### src/rtl/mysystem_pkg.sv
// Shared mysystem definitions: system-ID word map, default ID values
// and the sysid checker state encoding.
package mysystem_pkg;

    typedef enum logic [1:0] {
        ST_IDLE  = 2'd0,
        ST_RD_ID = 2'd1,
        ST_RD_TS = 2'd2,
        ST_DONE  = 2'd3
    } sysid_chk_state_t;

    localparam logic SYSID_ADDR_ID = 1'b0;
    localparam logic SYSID_ADDR_TS = 1'b1;

    localparam logic [31:0] SYSID_EXPECTED_ID        = 32'h87654321;
    localparam logic [31:0] SYSID_EXPECTED_TIMESTAMP = 32'd1766840597;

endpackage

### src/rtl/avm_read_timer.sv
// Waitrequest stall counter for one Avalon read; expired once the
// count has reached TIMEOUT_CYCLES.
module avm_read_timer #(
    parameter int unsigned TIMEOUT_CYCLES = 255
) (
    input  logic clock,
    input  logic reset_n,
    input  logic clear,
    input  logic enable,
    output logic expired
);

    localparam int unsigned CW = $clog2(TIMEOUT_CYCLES + 1);

    logic [CW-1:0] count;

    always_ff @(posedge clock or negedge reset_n) begin
        if (!reset_n) begin
            count <= '0;
        end else if (clear) begin
            count <= '0;
        end else if (enable) begin
            count <= count + 1'b1;
        end
    end

    assign expired = (count == CW'(TIMEOUT_CYCLES));

endmodule

### src/rtl/sysid_check_master.sv
// Avalon-MM read master that fetches the system-ID and timestamp
// words and compares them with the build-time constants.
module sysid_check_master
    import mysystem_pkg::*;
#(
    parameter logic [31:0] EXPECTED_ID        = SYSID_EXPECTED_ID,
    parameter logic [31:0] EXPECTED_TIMESTAMP = SYSID_EXPECTED_TIMESTAMP,
    parameter bit          CHECK_TIMESTAMP    = 1'b1,
    parameter int unsigned TIMEOUT_CYCLES     = 255,
    parameter bit          AUTO_START         = 1'b1
) (
    input  logic        clock,
    input  logic        reset_n,
    input  logic        start,
    output logic        avm_address,
    output logic        avm_read,
    input  logic [31:0] avm_readdata,
    input  logic        avm_waitrequest,
    output logic        busy,
    output logic        done,
    output logic        pass,
    output logic        id_mismatch,
    output logic        ts_mismatch,
    output logic        timeout,
    output logic [31:0] captured_id,
    output logic [31:0] captured_timestamp
);

    sysid_chk_state_t state, state_n;

    logic auto_pending;
    logic launch;
    logic rd_active;
    logic rd_ok;
    logic rd_abort;
    logic expired;
    logic id_n, ts_n, to_n, pass_n;

    always_comb begin
        launch    = (state == ST_IDLE) && (start || auto_pending);
        rd_active = (state == ST_RD_ID) || (state == ST_RD_TS);
        rd_ok     = rd_active && !avm_waitrequest;
        rd_abort  = rd_active && avm_waitrequest && expired;
        id_n = id_mismatch |
               ((state == ST_RD_ID) && rd_ok && (avm_readdata != EXPECTED_ID));
        ts_n = ts_mismatch |
               ((state == ST_RD_TS) && rd_ok &&
                (avm_readdata != EXPECTED_TIMESTAMP));
        to_n   = timeout | rd_abort;
        pass_n = !to_n && !id_n && !(ts_n && CHECK_TIMESTAMP);
    end

    always_comb begin
        state_n = state;
        case (state)
            ST_IDLE:  if (launch) state_n = ST_RD_ID;
            ST_RD_ID: begin
                if (rd_ok)         state_n = ST_RD_TS;
                else if (rd_abort) state_n = ST_DONE;
            end
            ST_RD_TS: if (rd_ok || rd_abort) state_n = ST_DONE;
            ST_DONE:  state_n = ST_IDLE;
            default:  state_n = ST_IDLE;
        endcase
    end

    avm_read_timer #(
        .TIMEOUT_CYCLES(TIMEOUT_CYCLES)
    ) u_timer (
        .clock  (clock),
        .reset_n(reset_n),
        .clear  (launch || rd_ok),
        .enable (rd_active && avm_waitrequest && !expired),
        .expired(expired)
    );

    // Bus strobes and status are registered from the next state.
    always_ff @(posedge clock or negedge reset_n) begin
        if (!reset_n) begin
            state              <= ST_IDLE;
            auto_pending       <= AUTO_START;
            avm_read           <= 1'b0;
            avm_address        <= SYSID_ADDR_ID;
            busy               <= 1'b0;
            done               <= 1'b0;
            pass               <= 1'b0;
            id_mismatch        <= 1'b0;
            ts_mismatch        <= 1'b0;
            timeout            <= 1'b0;
            captured_id        <= '0;
            captured_timestamp <= '0;
        end else begin
            state    <= state_n;
            avm_read <= (state_n == ST_RD_ID) || (state_n == ST_RD_TS);
            avm_address <= (state_n == ST_RD_TS) ? SYSID_ADDR_TS
                                                 : SYSID_ADDR_ID;
            busy <= (state_n != ST_IDLE);
            done <= (state_n == ST_DONE);
            if (launch) begin
                auto_pending       <= 1'b0;
                pass               <= 1'b0;
                id_mismatch        <= 1'b0;
                ts_mismatch        <= 1'b0;
                timeout            <= 1'b0;
                captured_id        <= '0;
                captured_timestamp <= '0;
            end else begin
                id_mismatch <= id_n;
                ts_mismatch <= ts_n;
                timeout     <= to_n;
                if ((state == ST_RD_ID) && rd_ok)
                    captured_id <= avm_readdata;
                if ((state == ST_RD_TS) && rd_ok)
                    captured_timestamp <= avm_readdata;
                if (state_n == ST_DONE)
                    pass <= pass_n;
            end
        end
    end

endmodule
### config.mk
export PLATFORM = sky130hd
export DESIGN_NAME = sysid_check_master
export DESIGN_NICKNAME = d
export VERILOG_FILES = /design/src/rtl/mysystem_pkg.sv /design/src/rtl/avm_read_timer.sv /design/src/rtl/sysid_check_master.sv
export SDC_FILE = /design/constraint.sdc
export NUM_CORES = 1
export LEC_CHECK = 0
export CORE_MARGIN = 4
export CORE_UTILIZATION = 28
export DETAILED_ROUTE_END_ITERATION = 10
export DONT_BUFFER_PORTS = 1
export PLACE_DENSITY_LB_ADDON = 0.08
export SLEW_MARGIN = 10
export SYNTH_ARGS = -nofsm -noshare
export SYNTH_HDL_FRONTEND = slang
export SYNTH_SLANG_ARGS = --single-unit
### constraint.sdc
create_clock -name clock -period 5.4 [get_ports clock]
set_input_delay 1.35 -clock clock [delete_from_list [all_inputs] [get_ports clock]]
set_output_delay 1.35 -clock clock [all_outputs]
set_load 0.01 [all_outputs]
==> flow_summary.toml, run 1 <==
[synthesis]
synthDistinctLibCells = 44
postSynthAreaPerCell_sq_um = 9.201
synth_ff_type = "dfrtp_1"
syn_nets = 439
synth.yosys.seq_area_share_pct = 57.04
async_flop_share_pct = 100.0
synth_area_sq_um = 3643
synth_top_area_share_pct = 56.32
synth_largest_area_cell = "dfrtp_1"
ys_ff_latch = 83
synth_edf_count = 0
synth_area_leaders = "dfrtp_1, nand2_1, a21oi_1, ha_1, clkbuf_1"
ys_warn_count = 0
syn_inst = 396

[place]
place_hpwl_mm = 7.255
io_buffers = 0
placed_cells = 548
gp_congestion = 0.7102

[pwr]
ir_drop_uv = 158.9
p_leak_uw = 0.001760
powerDensity_nw_per_um2 = 534.8

[timing]
worst_pin_slew_ns = 0.7839
final_max_slew_viol_count = 0
fin_crit_sh_pct = 48.83
skew_ns = 0.008711
fmax_mhz = 379.2
fin_tns_setup_ns = 0
setup_viol = 0
grt_setup_unrepaired = "no"
relSlewSlack_pct = 47.74
fin_crit_ns = 2.637
hold_viol = 0

[clocking]
cts_num_sinks = 83
cts_buffer_depth = 2
htree_num_levels = 3
cts_tree = "done"
clockRootBuffer = "clkbuf_16"
cts.hold.buffers_added = 0
ctsResizeCount = 0
cts_buffers = 9
insertion_delay_ns = 0.34
clkTransAtPathRegs_ns = 0.06
postCtsSetupBuffers = 0

[die]
num_rows = 41
die_width_um = 122.1
initial_core_util_pct = 28.75
coreArea_sq_um = 12670
io_pins = 108
die_height_um = 122.1
die_area_sq_um = 14900

[route]
via_per_inst = 4.885
drt_first_pass_iters = 4
antenna_left = 0
wl_per_cell_um = 19.41
drc = 0
wl_mm = 10.95
drtIter0Drc = 238
num_vias = 2755

[critical_path]
crit_arrival_ns = 2.91
cp-start-kind = "input port"
cp.required_ns = 5.68
crit_type = "input port to flop"
cp-end-kind = "flop"
path_max_fanout = 3

[layout]
post-route-util_pct = 32.49
nNetsFinal = 430
fin_cells = 564
syn2layout_area_growth_pct = 12.98
layout-drive-gt1-share_pct = 7.143
antenna_cells = 0

[min_path]
worstHoldPathType = "flop to flop"

[global_routing]
antenna_found_initial = 0
grt.total_usage_pct = 15.31
grt_pass1_vias = 2769
grt_overflow_total = 0
grt_pass1_wl_mm = 16.95
grt_max_degree = 84

[job]
drv_cap = 0

[status]
outcome = "finished clean"
## final cells by class
cell class	count	area [sq um]
fillers	1349	8554
clock inverters	5	60.06
inverters	5	18.77
flip-flops and latches	83	2078
well taps	172	215.2
multi-input cells	283	1454
repair buffers	5	37.54
clock buffers	11	252.7
## flip-flops by register name (all words and copies together) (netlist names), 2 cells and up
signal / count
state: 2
captured_id: 32
u_timer.count: 8
captured_timestamp: 32
## cells in the final DEF (no fill, tap or decap), types with 4 or more instances in the layout
cell         n
nor2_1       9
nand3_1      5
buf_4        5
inv_1        5
ha_1         7
nand2_1    139
nor2b_1      4
dfrtp_1     82
a21oi_1     70
clkbuf_16    9
nor4_1       4
## logic make-up after synthesis
logic type | after synthesis | share of synthesized area (%)
adder cells (fa/ha/maj) | 7 | 2.404
XOR/XNOR | 3 | 0.7213
AO/OA/AOI/OAI | 90 | 13.81
AND/OR/NAND/NOR | 181 | 22.29
buffers and inverters | 30 | 3.159
flip-flops | 83 | 57.04
multiplexers | 2 | 0.5838
## path summary, 6_finish.rpt
path	startpoint	to	slack, ns	cells after the start
worst min register to register	auto_pending$_DFFE_PN1P_	auto_pending$_DFFE_PN1P_	0.51	1
worst min-delay path	auto_pending$_DFFE_PN1P_	auto_pending$_DFFE_PN1P_	0.51	1
min in group asynchronous	reset_n	captured_timestamp[3]$_DFFE_PN0P_	0.70	0
worst max-delay path	avm_readdata[13]	pass$_DFFE_PN0P_	2.76	5
worst max register to register	state[0]$_DFF_PN0_	pass$_DFFE_PN0P_	2.92	6
max in group asynchronous	reset_n	auto_pending$_DFFE_PN1P_	4.45	0
## synthesized netlist by cell type, types with 2 or more instances
master and count:
nor2b_1 5, nor4_1 4, nand3_1 5, o31ai_1 2, buf_1 5, or4b_1 3
xnor2_1 3, nor2_1 9, nand2_1 139, ha_1 7, a21oi_1 70, clkbuf_1 18
a31oi_1 3, nand4b_1 2, o21ai_0 2, nand2b_1 2, a311oi_1 3, inv_1 5
and3_1 3, dfrtp_1 82
## per-layer routing
metal / vias to the layer above / wire length, um / GRT usage (%)
li1: 1310 / - / -
met1: 1341 / 4649 / 19.42
met2: 99 / 5050 / 22.79
met3: 5 / 1172 / 7.892
met4: 0 / 73 / 4.619
met5: - / 0 / 0
## critical path, stage by stage
cell     delay (ns)
or4b_1         0.57
nor4_2         0.37
a41oi_1        0.27
nor3_2         0.20
a31o_1         0.15
## metrics by stage
stage / setup slack [ns] / power (uW) / instance area (sq um) / hold WS (ns)
5_1_grt: 2.594 / 2365 / 4116 / 0.5155
6_report: 2.763 / 2202 / 4116 / 0.5141
2_1_floorplan: 2.736 / 1406 / 3643 / 0.4879
3_3_place_gp: 2.419 / 1577 / 3804 / 0.4985
3_5_place_dp: 2.429 / 1581 / 3804 / 0.5056
4_1_cts: 2.781 / 2238 / 4116 / 0.5131
## where the power goes
part	leakage, uW	switching, uW	internal [uW]
Sequential	0.00111	246	817
Clock	0.000152	264	386
Combinational	0.000493	310	178
Note: power is estimated with default switching activity, not from simulation.
==> inputs of run 2 (changes only) <==
==> constraint.sdc (replaced) <==
create_clock -name clock -period 2.7 [get_ports clock]
set_input_delay 0.675 -clock clock [delete_from_list [all_inputs] [get_ports clock]]
set_output_delay 0.675 -clock clock [all_outputs]
set_load 0.01 [all_outputs]
==> flow_summary.toml, run 2 (same netlist as run 1, synthesis figures left out) <==
[place]
post-place-ws_ns = 0.3113
io_buffers = 0
place_hpwl_mm = 7.194
gp_congestion = 0.7352

[timing]
worst_pin_slew_ns = 0.5283
fin_crit_sh_pct = 89.07
skew_ns = 0.006941
setup_ws_ns = 0.2952
relSlewSlack_pct = 64.54
fmax_mhz = 415.8
setup_viol = 0
grt_setup_unrepaired = "no"
final_max_slew_viol_count = 0
hold_viol = 0
fin_crit_ns = 2.405
fin_tns_setup_ns = 0

[critical_path]
crit_arrival_ns = 2.63
startpoint = "u_timer.count[0]$_DFFE_PN0P_"
timing.rr.start = "u_timer.count[0]$_DFFE_PN0P_"
cp-start-kind = "flop"
ff2ff_path_depth = 10
path_max_fanout = 6
cp-end-kind = "flop"
worstSetupEndpoint = "pass$_DFFE_PN0P_"
cp.required_ns = 2.93
cpPeakStageDelay_ns = 0.41
crit_type = "flop to flop"
cp_cell_sequence = "ha_1 -> and2_0 -> and3_1 -> o21ai_0 -> a21oi_1 -> o32a_1 -> ha_1 -> nand2_1 -> nor3_2 -> a31o_1"
slowest_stage = "dfrtp_1"
rr_endpoint = "pass$_DFFE_PN0P_"
cpMostUsedCell = "ha_1"
reg2reg_slack_ns = 0.30

[global_routing]
grt_pass1_vias = 2888
grt.total_usage_pct = 15.12
grt_pass1_wl_mm = 16.98
antenna_found_initial = 0
grt_overflow_total = 0
grt_max_degree = 84

[layout]
reg_top3 = "captured_id: 32 flops, captured_timestamp: 32 flops, u_timer.count: 8 flops"
layout-drive-gt1-share_pct = 7.379
syn2layout_area_growth_pct = 14.22
final_common_cell = "nand2_1"
antenna_cells = 0
post-route-util_pct = 32.84
nNetsFinal = 431
fillers = 1355
final_cell_mix = "nand2_1, dfrtp_1, a21oi_1"

[die]
die_area_sq_um = 14900
die_height_um = 122.1
initial_core_util_pct = 28.75
num_rows = 41
coreArea_sq_um = 12670
die_width_um = 122.1
io_pins = 108

[min_path]
worstHoldPathType = "input port to asynchronous set/reset pin"

[route]
via_per_inst = 4.850
drt_first_pass_iters = 4
wl_mm = 10.79
num_vias = 2740
wl_per_cell_um = 19.10
antenna_left = 0
drc = 0
drtIter0Drc = 139

[clocking]
ctsResizeCount = 0
cts_buffers = 9
htree_num_levels = 3
clkTransAtPathRegs_ns = 0.06
postCtsSetupBuffers = 0
insertion_delay_ns = 0.33
cts_buffer_depth = 2
cts_num_sinks = 83
cts.hold.buffers_added = 0
clockRootBuffer = "clkbuf_16"
cts_tree = "done"

[pwr]
p_leak_uw = 0.001778
p_total_uw = 4466
ir_drop_uv = 405.8
powerDensity_nw_per_um2 = 1073

[job]
drv_cap = 0

[status]
outcome = "finished clean"
run 2: cell type report:
type | instances | area [sq um] | area share, %
Tap cell | 172 | 215.2 | 5.171
Multi-Input combinational cell | 283 | 1454 | 34.94
Timing Repair Buffer | 6 | 70.07 | 1.684
Inverter | 5 | 18.77 | 0.4510
Clock inverter | 6 | 86.33 | 2.075
Clock buffer | 10 | 239.0 | 5.743
Sequential cell | 83 | 2078 | 49.94
run 2: power by group:
group	switching, uW	internal, uW
registers	485	1630
logic	622	381
clock network	508	836
run 2: metrics by stage:
step | area [sq um] | cells | hold WS [ns]
3_3_place_gp | 3836 | 549 | 0.3828
5_1_grt | 4161 | 565 | 0.01627
6_report | 4161 | 565 | 0.03843
3_5_place_dp | 3836 | 549 | 0.3826
4_1_cts | 4161 | 565 | 0.01578
2_1_floorplan | 3643 | 396 | 0.3794
run 2: worst min path at each step:
stage	from	endpoint	slack (ns)	depth (start not counted)
CTS	reset_n	timeout$_DFF_PN0_	0.02	0
global placement	reset_n	u_timer.count[0]$_DFFE_PN0P_	0.38	0
global route	reset_n	captured_timestamp[6]$_DFFE_PN0P_	0.02	0
floorplan	reset_n	avm_address$_DFF_PN0_	0.38	0
finish	reset_n	captured_timestamp[6]$_DFFE_PN0P_	0.04	0
detailed placement	reset_n	u_timer.count[0]$_DFFE_PN0P_	0.38	0
run 2: critical path, delay by kind of cell, from the launching register on:
| family | cells | cell delay, ns |
|---|---|---|
| flops | 1 | 0.41 |
| fa+ha+maj | 2 | 0.46 |
| compound gates | 4 | 0.79 |
| simple gates | 4 | 0.63 |
run 2: layer usage:
metal / GRT usage (%) / up-vias / part of all wire [%]
met2: 23.24 / 90 / 47
met4: 6.298 / 0 / 2.3
met3: 5.525 / 17 / 9.3
met1: 19.24 / 1319 / 42
li1: - / 1314 / -
met5: 0 / - / 0
